===== src/rtl/alu_sequencer_if.sv =====
// Bundle of operand, ALU and result handshake signals around the ALU sequencer.
// The sequencer uses the slave modport; the environment driving it uses master.
interface alu_sequencer_if #(
  parameter int WIDTH = 4
);
  logic               i_valid;
  logic               o_ready;
  logic [WIDTH-1:0]   i_data;
  logic [2:0]         i_op;
  logic [WIDTH-1:0]   o_alu_a;
  logic [WIDTH-1:0]   o_alu_b;
  logic [2:0]         o_alu_s;
  logic [2*WIDTH-1:0] i_alu_res;
  logic               o_valid;
  logic               i_ready;
  logic [2*WIDTH-1:0] o_result;
  logic               o_err;
  logic [7:0]         o_op_cnt;

  modport slave (
    input  i_valid, i_data, i_op, i_alu_res, i_ready,
    output o_ready, o_alu_a, o_alu_b, o_alu_s, o_valid, o_result, o_err, o_op_cnt
  );

  modport master (
    output i_valid, i_data, i_op, i_alu_res, i_ready,
    input  o_ready, o_alu_a, o_alu_b, o_alu_s, o_valid, o_result, o_err, o_op_cnt
  );
endinterface


===== src/rtl/alu_sequencer.sv =====
// Two-beat operand collector that drives an external combinational ALU and
// returns its registered result over a valid/ready handshake.
//
// state  | meaning
// IDLE   | waiting for operand A beat
// WAIT_B | A held, waiting for operand B beat and op select
// EXEC   | one cycle for the external ALU to settle
// OUT    | result presented until downstream accepts it
module alu_sequencer #(
  parameter int WIDTH = 4
) (
  input logic           i_clk,
  input logic           i_rst_n,
  input logic           i_clear,
  alu_sequencer_if.slave bus
);

  localparam logic [1:0] IDLE   = 2'd0;
  localparam logic [1:0] WAIT_B = 2'd1;
  localparam logic [1:0] EXEC   = 2'd2;
  localparam logic [1:0] OUT    = 2'd3;

  logic [1:0]         state;
  logic [WIDTH-1:0]   aluA;
  logic [WIDTH-1:0]   aluB;
  logic [2:0]         aluS;
  logic [2*WIDTH-1:0] result;
  logic               resValid;
  logic               resErr;
  logic [7:0]         opCnt;
  logic               inReady;
  logic               inHs;
  logic               outHs;

  // Ready depends on state alone so upstream never sees a valid->ready loop.
  assign inReady = (state == IDLE) || (state == WAIT_B);
  assign inHs    = bus.i_valid && inReady;
  assign outHs   = resValid && bus.i_ready;

  always_ff @(posedge i_clk or negedge i_rst_n) begin
    if (!i_rst_n) begin
      state    <= IDLE;
      aluA     <= '0;
      aluB     <= '0;
      aluS     <= '0;
      result   <= '0;
      resValid <= 1'b0;
      resErr   <= 1'b0;
      opCnt    <= '0;
    end else if (i_clear) begin
      // Abort drops any beat or result in flight but keeps the datapath values.
      state    <= IDLE;
      resValid <= 1'b0;
      resErr   <= 1'b0;
    end else begin
      case (state)
        IDLE: begin
          if (inHs) begin
            aluA  <= bus.i_data;
            state <= WAIT_B;
          end
        end
        WAIT_B: begin
          if (inHs) begin
            aluB  <= bus.i_data;
            aluS  <= bus.i_op;
            state <= EXEC;
          end
        end
        EXEC: begin
          result   <= bus.i_alu_res;
          resErr   <= (aluS >= 3'b110);
          resValid <= 1'b1;
          state    <= OUT;
        end
        OUT: begin
          if (outHs) begin
            resValid <= 1'b0;
            opCnt    <= opCnt + 8'd1;
            state    <= IDLE;
          end
        end
        default: begin
          state    <= IDLE;
          resValid <= 1'b0;
        end
      endcase
    end
  end

  assign bus.o_ready  = inReady;
  assign bus.o_alu_a  = aluA;
  assign bus.o_alu_b  = aluB;
  assign bus.o_alu_s  = aluS;
  assign bus.o_result = result;
  assign bus.o_valid  = resValid;
  assign bus.o_err    = resErr;
  assign bus.o_op_cnt = opCnt;

endmodule


===== src/flat_wrapper.sv =====
// flat-port wrapper written by rule: the top's interface ports become plain ports
module alu_sequencer_flat 
#(
  parameter int WIDTH = 4
)
  (i_clk, i_rst_n, i_clear, bus_i_valid, bus_i_data, bus_i_op, bus_i_alu_res, bus_i_ready, bus_o_ready, bus_o_alu_a, bus_o_alu_b, bus_o_alu_s, bus_o_valid, bus_o_result, bus_o_err, bus_o_op_cnt);
  alu_sequencer_if #(.WIDTH(WIDTH)) bus_i ();
  input logic i_clk;
  input logic i_rst_n;
  input logic i_clear;
  input wire logic [$bits(bus_i.i_valid)-1:0] bus_i_valid;
  input wire logic [$bits(bus_i.i_data)-1:0] bus_i_data;
  input wire logic [$bits(bus_i.i_op)-1:0] bus_i_op;
  input wire logic [$bits(bus_i.i_alu_res)-1:0] bus_i_alu_res;
  input wire logic [$bits(bus_i.i_ready)-1:0] bus_i_ready;
  output wire logic [$bits(bus_i.o_ready)-1:0] bus_o_ready;
  output wire logic [$bits(bus_i.o_alu_a)-1:0] bus_o_alu_a;
  output wire logic [$bits(bus_i.o_alu_b)-1:0] bus_o_alu_b;
  output wire logic [$bits(bus_i.o_alu_s)-1:0] bus_o_alu_s;
  output wire logic [$bits(bus_i.o_valid)-1:0] bus_o_valid;
  output wire logic [$bits(bus_i.o_result)-1:0] bus_o_result;
  output wire logic [$bits(bus_i.o_err)-1:0] bus_o_err;
  output wire logic [$bits(bus_i.o_op_cnt)-1:0] bus_o_op_cnt;
  assign bus_i.i_valid = bus_i_valid;
  assign bus_i.i_data = bus_i_data;
  assign bus_i.i_op = bus_i_op;
  assign bus_i.i_alu_res = bus_i_alu_res;
  assign bus_i.i_ready = bus_i_ready;
  assign bus_o_ready = bus_i.o_ready;
  assign bus_o_alu_a = bus_i.o_alu_a;
  assign bus_o_alu_b = bus_i.o_alu_b;
  assign bus_o_alu_s = bus_i.o_alu_s;
  assign bus_o_valid = bus_i.o_valid;
  assign bus_o_result = bus_i.o_result;
  assign bus_o_err = bus_i.o_err;
  assign bus_o_op_cnt = bus_i.o_op_cnt;
  alu_sequencer #(.WIDTH(WIDTH)) u_core (.i_clk(i_clk), .i_rst_n(i_rst_n), .i_clear(i_clear), .bus(bus_i));
endmodule

===== config.mk =====
export PLATFORM = sky130hd
export DESIGN_NAME = alu_sequencer_flat
export DESIGN_NICKNAME = d
export VERILOG_FILES = /design/src/rtl/alu_sequencer_if.sv /design/src/rtl/alu_sequencer.sv /design/src/flat_wrapper.sv
export SDC_FILE = /design/constraint.sdc
export NUM_CORES = 1
export LEC_CHECK = 0
export CORE_UTILIZATION = 37
export CTS_CLUSTER_SIZE = 28
export DETAILED_ROUTE_END_ITERATION = 10
export GPL_ROUTABILITY_DRIVEN = 0
export PLACE_DENSITY = 0.68
export RECOVER_POWER = 100
export SLEW_MARGIN = 10
export SYNTH_ARGS = -nofsm -noshare
export SYNTH_HDL_FRONTEND = slang
export SYNTH_SLANG_ARGS = --single-unit

===== constraint.sdc =====
create_clock -name i_clk -period 4.4 [get_ports i_clk]
set_input_delay 0.88 -clock i_clk [delete_from_list [all_inputs] [get_ports i_clk]]
set_output_delay 0.88 -clock i_clk [all_outputs]
set_load 0.01 [all_outputs]

==> results of run 1 <==
## routing by layer
metal  vias up  global-route usage [%]
li1        452                       -
met1       451                    16.9
met2        39                    24.6
met3         6                    7.12
met4         0                    7.85
met5         -                       0
## worst max-delay path by stage
stage / start / end / slack (ps) / depth (start not counted)
2_1_floorplan: u_core.state[0] / bus_o_ready / 2590 / 3
3_3_place_gp: i_clear / u_core.bus.o_result[2] / 1910 / 3
3_5_place_dp: i_clear / u_core.bus.o_result[5] / 1850 / 3
4_1_cts: u_core.state[0] / bus_o_ready / 1660 / 4
5_1_grt: u_core.state[0] / bus_o_ready / 1470 / 4
6_report: u_core.state[0] / bus_o_ready / 1580 / 4
## registers in the layout (all words and copies together) (netlist names)
name	cells
u_core.bus.o_alu_b	4
u_core.bus.o_result	8
u_core.state	2
u_core.bus.o_err	1
u_core.bus.o_op_cnt	8
u_core.bus.o_alu_a	4
u_core.bus.o_alu_s	3
u_core.bus.o_valid	1
## power by group
| part | total [uW] | internal [uW] | leakage, uW | switching, uW |
|---|---|---|---|---|
| Clock | 163 | 73.9 | 0.0000341 | 89.2 |
| Sequential | 445 | 389 | 0.000391 | 56.3 |
| Combinational | 417 | 251 | 0.000483 | 166 |
## cell families (layout without fill, tap and decap cells)
| group | Yosys count | after routing |
|---|---|---|
| flops | 31 | 31 |
| simple gates | 25 | 25 |
| mux | 22 | 22 |
| xor+xnor | 7 | 7 |
| fa+ha+maj | 6 | 6 |
| buf+inv | 5 | 61 |
| compound gates | 4 | 4 |
## metrics by stage
| step | setup slack [ps] | instance area [um^2] |
|---|---|---|
| global placement | 1910 | 1900 |
| CTS | 1660 | 1960 |
| detailed placement | 1850 | 1900 |
| global route | 1470 | 1930 |
| finish | 1580 | 1930 |
| floorplan | 2590 | 1350 |
## worst max-delay path, cell delays in order, from the launching register on
cell	delay, ps
dfrtp_1	390
inv_1	100
ha_1	230
or2_2	290
dlygate4sd3_1	620
## cells in the final DEF (no fill, tap or decap), drive strengths merged, types with 2 or more instances in the layout
cell type | netlist | final
a21oi | 2 | 2
clkbuf | 0 | 7
clkdlybuf4s50 | 0 | 16
dfrtp | 31 | 31
dlygate4sd3 | 0 | 33
ha | 6 | 6
inv | 4 | 4
mux2 | 20 | 20
mux2i | 2 | 2
nand2 | 7 | 7
nand3 | 4 | 4
nor2 | 5 | 5
nor2b | 3 | 3
nor3 | 2 | 2
xor2 | 6 | 6
## cell type report
type                    count  area, um^2
well taps                  46        57.6
fillers                   306        1490
inverters                   4        15.0
clock buffers               6        51.3
repair buffers             50         494
multi-input cells          64         527
clock inverters             1        5.00
flip-flops and latches     31         776
==> impl_results.md, run 1 <==
- Total power: 1020 uW
- WL per Instance: 12.2 um
- Final ANT Viol Nets: 0
- Minimum clock period: 2820 ps
- CTS clock-pin slew for the worst setup and hold paths: around 90 ps
- Min-Delay Endpoint: u_core.bus.o_op_cnt[7]
- Max IR drop VDD: 0.000261 V
- Post-Synth Simple-Gate Area: ~11%
- Area growth syn-to-layout: 42.4%
- Fmax: 0.355 GHz
- Nets: 182
- Max-cap violation count: 1
- Main combinational cell family by area after synthesis: multiplexers
- # port buffers: 49
- Worst Tran Pin Value: 1610 ps
- Setup repair after global routing missed its margin: no
- Diode count: 0
- Largest net degree at the start of global routing: 32
- Worst Setup Start Kind: flop
- Htree depth: 2
- FP Rows: 21
- Post CTS Setup Buffer Count: 0
- Worst clock skew: around 6.3 ps
- Share of flip-flops with an asynchronous set or reset: 100%
- Hold WS: 463 ps
- Num CTS Buffers: 5
- Reg2Reg Depth: 4
- Core box area: about 3400 um^2
- Drt total wl: 2470 um
- # placed instances: 195
- Number of global-route vias before repair: 998
- Core Util, Final: 56.4%
- Leading post-synthesis cells by cell area: dfrtp_1 57%, mux2_2 17%, ha_1 5.6%
- Via density: between 4 and 5
- Die area: 3900 um^2
- Grt total ovfl: 0
- Vert. Die Dim: 62.5 um
- CTS Buffer Depth: 2
- Slew Limit Fails: 32
- I/O pin total: 50
- M1 wire length: 1030 um
- # setup viols final: 0
- Clk sinks: 31
- Via count: 948
- Detail Route met3 WL: 202 um
- Later-pin clock latency in the skew report: 320 ps
- HPWL after DPL: 1880 um
- Cell Count, Final, Fillers Out: 202
- Slew margin rel.: -7.01%
- Hold Path Class: flop to flop
- R2R Path End: u_core.bus.o_result[5]
- #FFs+latches synth: 31
- EDFF count, synth: 0
- Final Hold Viols: 0
- Syn Inst Count: 100
- Die W: 62.5 um
- Uppermost layer routed: met4
- Period utilisation layout: 64.1%
- Required @ worst endpoint: between 3000 and 4000 ps
- Initial antenna violation count: 0
- Sequential fraction of the synthesis area: a little under three fifths
- Iteration-0 DRC Markers: 29
- Drt first pass iters: 4
- Hold_sp: u_core.bus.o_op_cnt[7]
- Synth cell count leaders: 31 x dfrtp_1, 20 x mux2_2, 7 x nand2_1
- Pwr dens: around 530 nW/um^2
- Fraction of layout cells with a size suffix above 1: 17.9%
- Hold depth: 1
- Count of cell types in the netlist: 20
- Failing checks: capacitance limit, slew limit
- Met2 WL: 1190 um
- Post-synthesis mux area share: 18.1%
- Crit Path Max Fanout: 4
- Most used DFF post-synth: dfrtp_1
- CTS root buf: clkbuf_4
- Synth area leader: dfrtp_1
- Leakage power: just over 0.0009 uW
- Reg2reg setup slack: 2520 ps
- # hold bufs at CTS: 0
- Mean Syn Cell Area: between 10 and 15 um^2
- Synth Area in Compound Gates: 1.76%
- Most frequent cell after synthesis: dfrtp_1
- Mapped Area: 1350 um^2
- First-pass GRT wire length: 4530 um
- Setup CP Type: flop to output pin
- GR Util All Layers: 15.3%
- Crit end category: output pin
- Initial core utilization: 39.6%
- Drt drc: 0
- Post-CTS sizing: 0
- Critical Path AT: 1940 ps
- Run status: finished with violations
- FF-to-FF Start: u_core.state[0]
- Synth top area share: around 57%
- XOR/XNOR Fraction of Synth Area: between 4 and 5%
- Post-Route Setup TNS: 0 ps
- TritonCTS clock tree: yes
- Syn nets: 126
- Synth warn: 0
- Adder-Cell Fraction of Synth Area: between 5 and 6%
(Power assumes the default switching activity.)
==> run 2: changes to the inputs <==
- clock period: 4.4 -> 2.8 ns (I/O delays scaled with it)
==> run 2 against run 1 <==
The flow still finishes with violations (capacitance limit, slew limit). Sequential cell count unchanged. Utilization decreased by 0.073 points. Routed wire length increased by 2.9%. Hold slack improved by 11 ps. Power increased by 56%. Design area decreased by 0.13%. Critical path depth unchanged. Non-clock buffer count increased by 1. Via count increased by 1.3%. Cell count increased by 0.99%. Global-route usage decreased by 0.31 points. Largest cell class unchanged. Clock power increased by 48%.
==> impl_results.md, run 2 (synthesized netlist as in run 1, its figures left out) <==
- I/O pin total: 50
- Most frequent cells in the layout: 32 x dlygate4sd3_1, 31 x dfrtp_1, 20 x mux2_2, 17 x clkdlybuf4s50_1, 7 x nand2_1
- Htree depth: 2
- Minimum clock period: 2510 ps
- GR Util All Layers: between 10% and 20%
- Switching Share: 31.0%
- Grt total ovfl: 0
- CTS clock-pin slew for the worst setup and hold paths: 100 ps
- Worst Setup Start Kind: flop
- Leakage power: ~0.00090 uW
- # placed instances: approximately 200
- Internal power: 1100 uW
- Slowest cell on crit path: dlygate4sd3_1
- Period utilisation layout: 89.7%
- Initial core utilization: 39.6%
- Core box area: 3420 um^2
- WL per Instance: 12.5 um
- Diode count: 0
- Max-cap violation count: 1
- Final Hold Viols: 0
- Drt first pass iters: 5
- # port buffers: 49
- Run status: finished with violations
- Core Util, Final: 56.3%
- # hold bufs at CTS: 0
- Slew Limit Fails: 32
- # setup viols final: 0
- Clk network pwr share: 15.1%
- Pwr dens: ~830 nW/um^2
- Drt total wl: 2540 um
- Initial antenna violation count: 0
- Nets: roughly 180
- Largest net degree at the start of global routing: 32
- CTS root buf: clkbuf_4
- Num CTS Buffers: 5
- Die area: 3900 um^2
- Fmax: 0.398 GHz
- Max IR drop VDD: around 0.00041 V
- HPWL after DPL: around 1900 um
- Vert. Die Dim: between 60 and 70 um
- Worst clock skew: 6.09 ps
- Setup CP Type: flop to output pin
- Final ANT Viol Nets: 0
- Drt drc: 0
- Sequential share of power: 43.7%
- Worst Tran Pin Value: 1610 ps
- Later-pin clock latency in the skew report: 330 ps
- Slew margin rel.: -7.10%
- Cell Count, Final, Fillers Out: 204
- Hold Path Class: flop to flop
- NetSw: 497 uW
- Via count: 960
- Cell chain of the critical path: inv_1 > ha_1 > or2_2 > dlygate4sd3_1
- Leading cell type in the layout, fill and taps excluded: dlygate4sd3_1
- Post-Route Setup TNS: 0 ps
- CTS Buffer Depth: 2
- Post-CTS sizing: 0
- First-pass GRT wire length: 4430 um
- Failing checks: capacitance limit, slew limit
- Post CTS Setup Buffer Count: 0
- Critical Path AT: 1950 ps
- Iteration-0 DRC Markers: 25
- Required @ worst endpoint: 2240 ps
- TritonCTS clock tree: yes
- Via density: 4.71
- Crit Path Max Fanout: 4
- Crit end category: output pin
- Clk sinks: 31
- Number of global-route vias before repair: 971
- Hold WS: 474 ps
- Area growth syn-to-layout: 42.2%
- Fraction of layout cells with a size suffix above 1: 17.1%
- Max incr delay on CP: 610 ps
- Die W: about 62 um
- Setup repair after global routing missed its margin: no
- Total power: 1600 uW
- FP Rows: 21
- Comb pwr share: around 40%
[run 2: changes by cell type in the layout (fill, tap and decap cells not counted)]
cell / change
dlygate4sd3_1: -1
clkbuf_8: -1
clkbuf_1: +3
clkdlybuf4s50_1: +1
[run 2: metal layers]
layer | up-vias | global-route usage, % | routed length [um]
li1 | 454 | - | -
met1 | 461 | 18.3 | 1150
met2 | 41 | 22.8 | 1170
met3 | 4 | 5.84 | 189
met4 | 0 | 7.85 | 27
met5 | - | 0 | 0
[run 2: stage by stage]
step	setup WS (ps)	cell area [um^2]
2_1_floorplan	1310	1350
3_3_place_gp	747	1910
3_5_place_dp	759	1910
4_1_cts	399	1960
5_1_grt	196	1920
6_report	289	1920
[run 2: area by class of cell]
cell class | instances | area [um^2]
clock buffers | 7 | 45.0
clock inverters | 1 | 5.00
fillers | 299 | 1490
inverters | 4 | 15.0
multi-input cells | 64 | 527
flip-flops and latches | 31 | 776
well taps | 46 | 57.6
repair buffers | 51 | 498
[run 2: path summary, 6_finish.rpt]
check	startpoint	to	slack (ps)	cells after the start
max	u_core.state[0]	bus_o_ready	290	4
min in group asynchronous	i_rst_n	u_core.bus.o_op_cnt[6]	1170	2
min	u_core.bus.o_op_cnt[7]	u_core.bus.o_op_cnt[7]	470	1
max in group asynchronous	i_rst_n	u_core.bus.o_err	690	2
max reg2reg	u_core.state[0]	u_core.bus.o_result[7]	1020	5
min reg2reg	u_core.bus.o_op_cnt[7]	u_core.bus.o_op_cnt[7]	470	1
[run 2: critical path: cells and delay by family (launching register included)]
| family | cells | cell delay (ps) |
|---|---|---|
| DFF | 1 | 390 |
| adders and majority gates | 1 | 230 |
| buffers and inverters | 2 | 710 |
| and+or+nand+nor | 1 | 300 |
[run 2: power groups by stage]
stage / sequential [uW] / combinational (uW) / clock, uW
floorplan: 783 / 248 / 0
global placement: 711 / 716 / 0
detailed placement: 722 / 734 / 0
CTS: 715 / 738 / 253
global route: 728 / 718 / 273
finish: 700 / 659 / 242
==> run 3: changes to the inputs <==
- CORE_MARGIN: default -> 2
==> run 3 against run 2 <==
The flow still finishes with violations (capacitance limit, slew limit). Power up 8.1%. Routed wire length up 6.3%. Global-route usage down 0.22 points. Combinational power up 0.9%. Setup slack better by 12 ps. Sequential cell count unchanged. Critical path type unchanged. Highest routed layer unchanged.
==> impl_results.md, run 3 (synthesized netlist as in run 1, its figures left out) <==
- Critical Path AT: 1940 ps
- Drt drc: 0
- CTS clock-pin slew for the worst setup and hold paths: 100 ps
- I/O pin total: 50
- Hold WS: 468 ps
- Run status: finished with violations
- Grt total ovfl: 0
- Number of global-route vias before repair: 1,022
- Post CTS Setup Buffer Count: 0
- # port buffers: 49
- Area growth syn-to-layout: 46.0%
- Sequential share of power: 40.5%
- Diode count: 0
- Die area: approximately 4200 um^2
- Drt first pass iters: 4
- NetSw: 514 uW
- Core box area: 3420 um^2
- Initial core utilization: 39.6%
- # placed instances: 196
- Setup CP Type: flop to output pin
- FP Rows: 21
- HPWL after DPL: 2060 um
- Clk network pwr share: 21.1%
- Failing checks: capacitance limit, slew limit
- TritonCTS clock tree: yes
- Max-cap violation count: 1
- # setup viols final: 0
- Pwr dens: 877 nW/um^2
- Dpl ws: 733 ps
- Vert. Die Dim: between 60 and 70 um
- Clk sinks: 31
- CTS Buffer Depth: 2
- Comb pwr share: 38.4%
- Fillers: 288
- Via density: 4.75
- Fraction of layout cells with a size suffix above 1: 19.0%
- Switching Share: 29.7%
- Max IR drop VDD: between 0.0005 and 0.0006 V
- Drt total wl: between 2000 and 3000 um
- Post-DP Area: 1910 um^2
- Slew margin rel.: -7.64%
- Later-pin clock latency in the skew report: 340 ps
- Setup repair after global routing missed its margin: no
- WL per Instance: around 13 um
- Internal power: 1220 uW
- # hold bufs at CTS: 0
- Leakage power: between 0.0009 and 0.001 uW
- Final Hold Viols: 0
- Worst Tran Pin Value: 1610 ps
- Iteration-0 DRC Markers: 18
- CTS root buf: clkbuf_4
- Largest net degree at the start of global routing: 32
- GR Util All Layers: 14.8%
- Via count: 969
- Num CTS Buffers: 5
- Worst clock skew: 10.8 ps
- Nets: 183
- Slew Limit Fails: 32
- Period utilisation layout: 89.3%
- Required @ worst endpoint: 2240 ps
- Initial antenna violation count: 0
- Most frequent cells in the layout: 32 x dlygate4sd3_1, 31 x dfrtp_1, 20 x mux2_2, 17 x clkdlybuf4s50_1, 7 x nand2_1
- Post-Route Setup TNS: 0 ps
- Crit Path Max Fanout: 4
- Hold Path Class: flop to flop
- Die W: 64.5 um
- Final ANT Viol Nets: 0
- Cell Count, Final, Fillers Out: 204
- Post-CTS sizing: 0
- Minimum clock period: approximately 2500 ps
- Htree depth: 2
- Crit end category: output pin
- First-pass GRT wire length: 4550 um
- Worst setup margin: 301 ps
- Worst Setup Start Kind: flop
- Fmax: roughly 0.4 GHz
- Design area: 1970 um^2
- Leading cell type in the layout, fill and taps excluded: dlygate4sd3_1
==> run 3: cell types whose count changed in the layout (fill, tap and decap cells not counted) <==
cell	previous run	this run
clkbuf_1	4	2
nor4_4	0	1
clkbuf_8	0	1
nor4_1	1	0
bufinv_16	0	1
==> run 3: metrics by stage <==
| stage | util, % | total power [uW] |
|---|---|---|
| 2_1_floorplan | - | 1030 |
| 3_5_place_dp | 55.9 | 1460 |
| 6_report | 57.8 | 1730 |
| 5_1_grt | 57.8 | 1850 |
| 4_1_cts | 58.5 | 1840 |
| 3_3_place_gp | 55.9 | 1430 |
==> run 3: final cells by class <==
cell class / instances / area [um^2] / area share [%]
tap: 46 / 57.6 / 2.92
sequential: 31 / 776 / 39.3
multi-input combinational: 64 / 542 / 27.4
clock inverter: 2 / 35.0 / 1.77
timing repair buffer: 51 / 498 / 25.2
clock buffer: 6 / 51.3 / 2.60
inverter: 4 / 15.0 / 0.760
==> run 3: critical path, stage by stage, from the launching register on <==
cell and delay [ps]:
dfrtp_1 380, inv_1 100, ha_1 220, or2_2 300, dlygate4sd3_1 610
==> run 3: per-layer routing <==
layer	part of all wire, %	up-vias	track usage (%)
met5	0	-	0
met4	2.5	0	7.98
met3	8.1	8	5.38
met2	49	41	24.6
met1	40	467	16.5
li1	-	453	-
==> run 3: worst paths after layout <==
path	end	slack (ps)	cells after the start	start
min in group asynchronous	u_core.bus.o_op_cnt[0]	1160	2	i_rst_n
max reg2reg	u_core.bus.o_result[7]	1030	5	u_core.state[0]
max in group asynchronous	u_core.bus.o_alu_a[0]	700	2	i_rst_n
min reg2reg	u_core.bus.o_op_cnt[7]	470	1	u_core.bus.o_op_cnt[7]
min	u_core.bus.o_op_cnt[7]	470	1	u_core.bus.o_op_cnt[7]
max	bus_o_ready	300	4	u_core.state[0]
==> run 3: power by group through the flow <==
stage | clock network (uW) | logic [uW] | registers [uW]
after floorplan | 0 | 248 | 783
after global placement | 0 | 721 | 711
after detailed placement | 0 | 742 | 723
after CTS | 377 | 746 | 715
after global routing | 402 | 720 | 724
final | 364 | 665 | 702
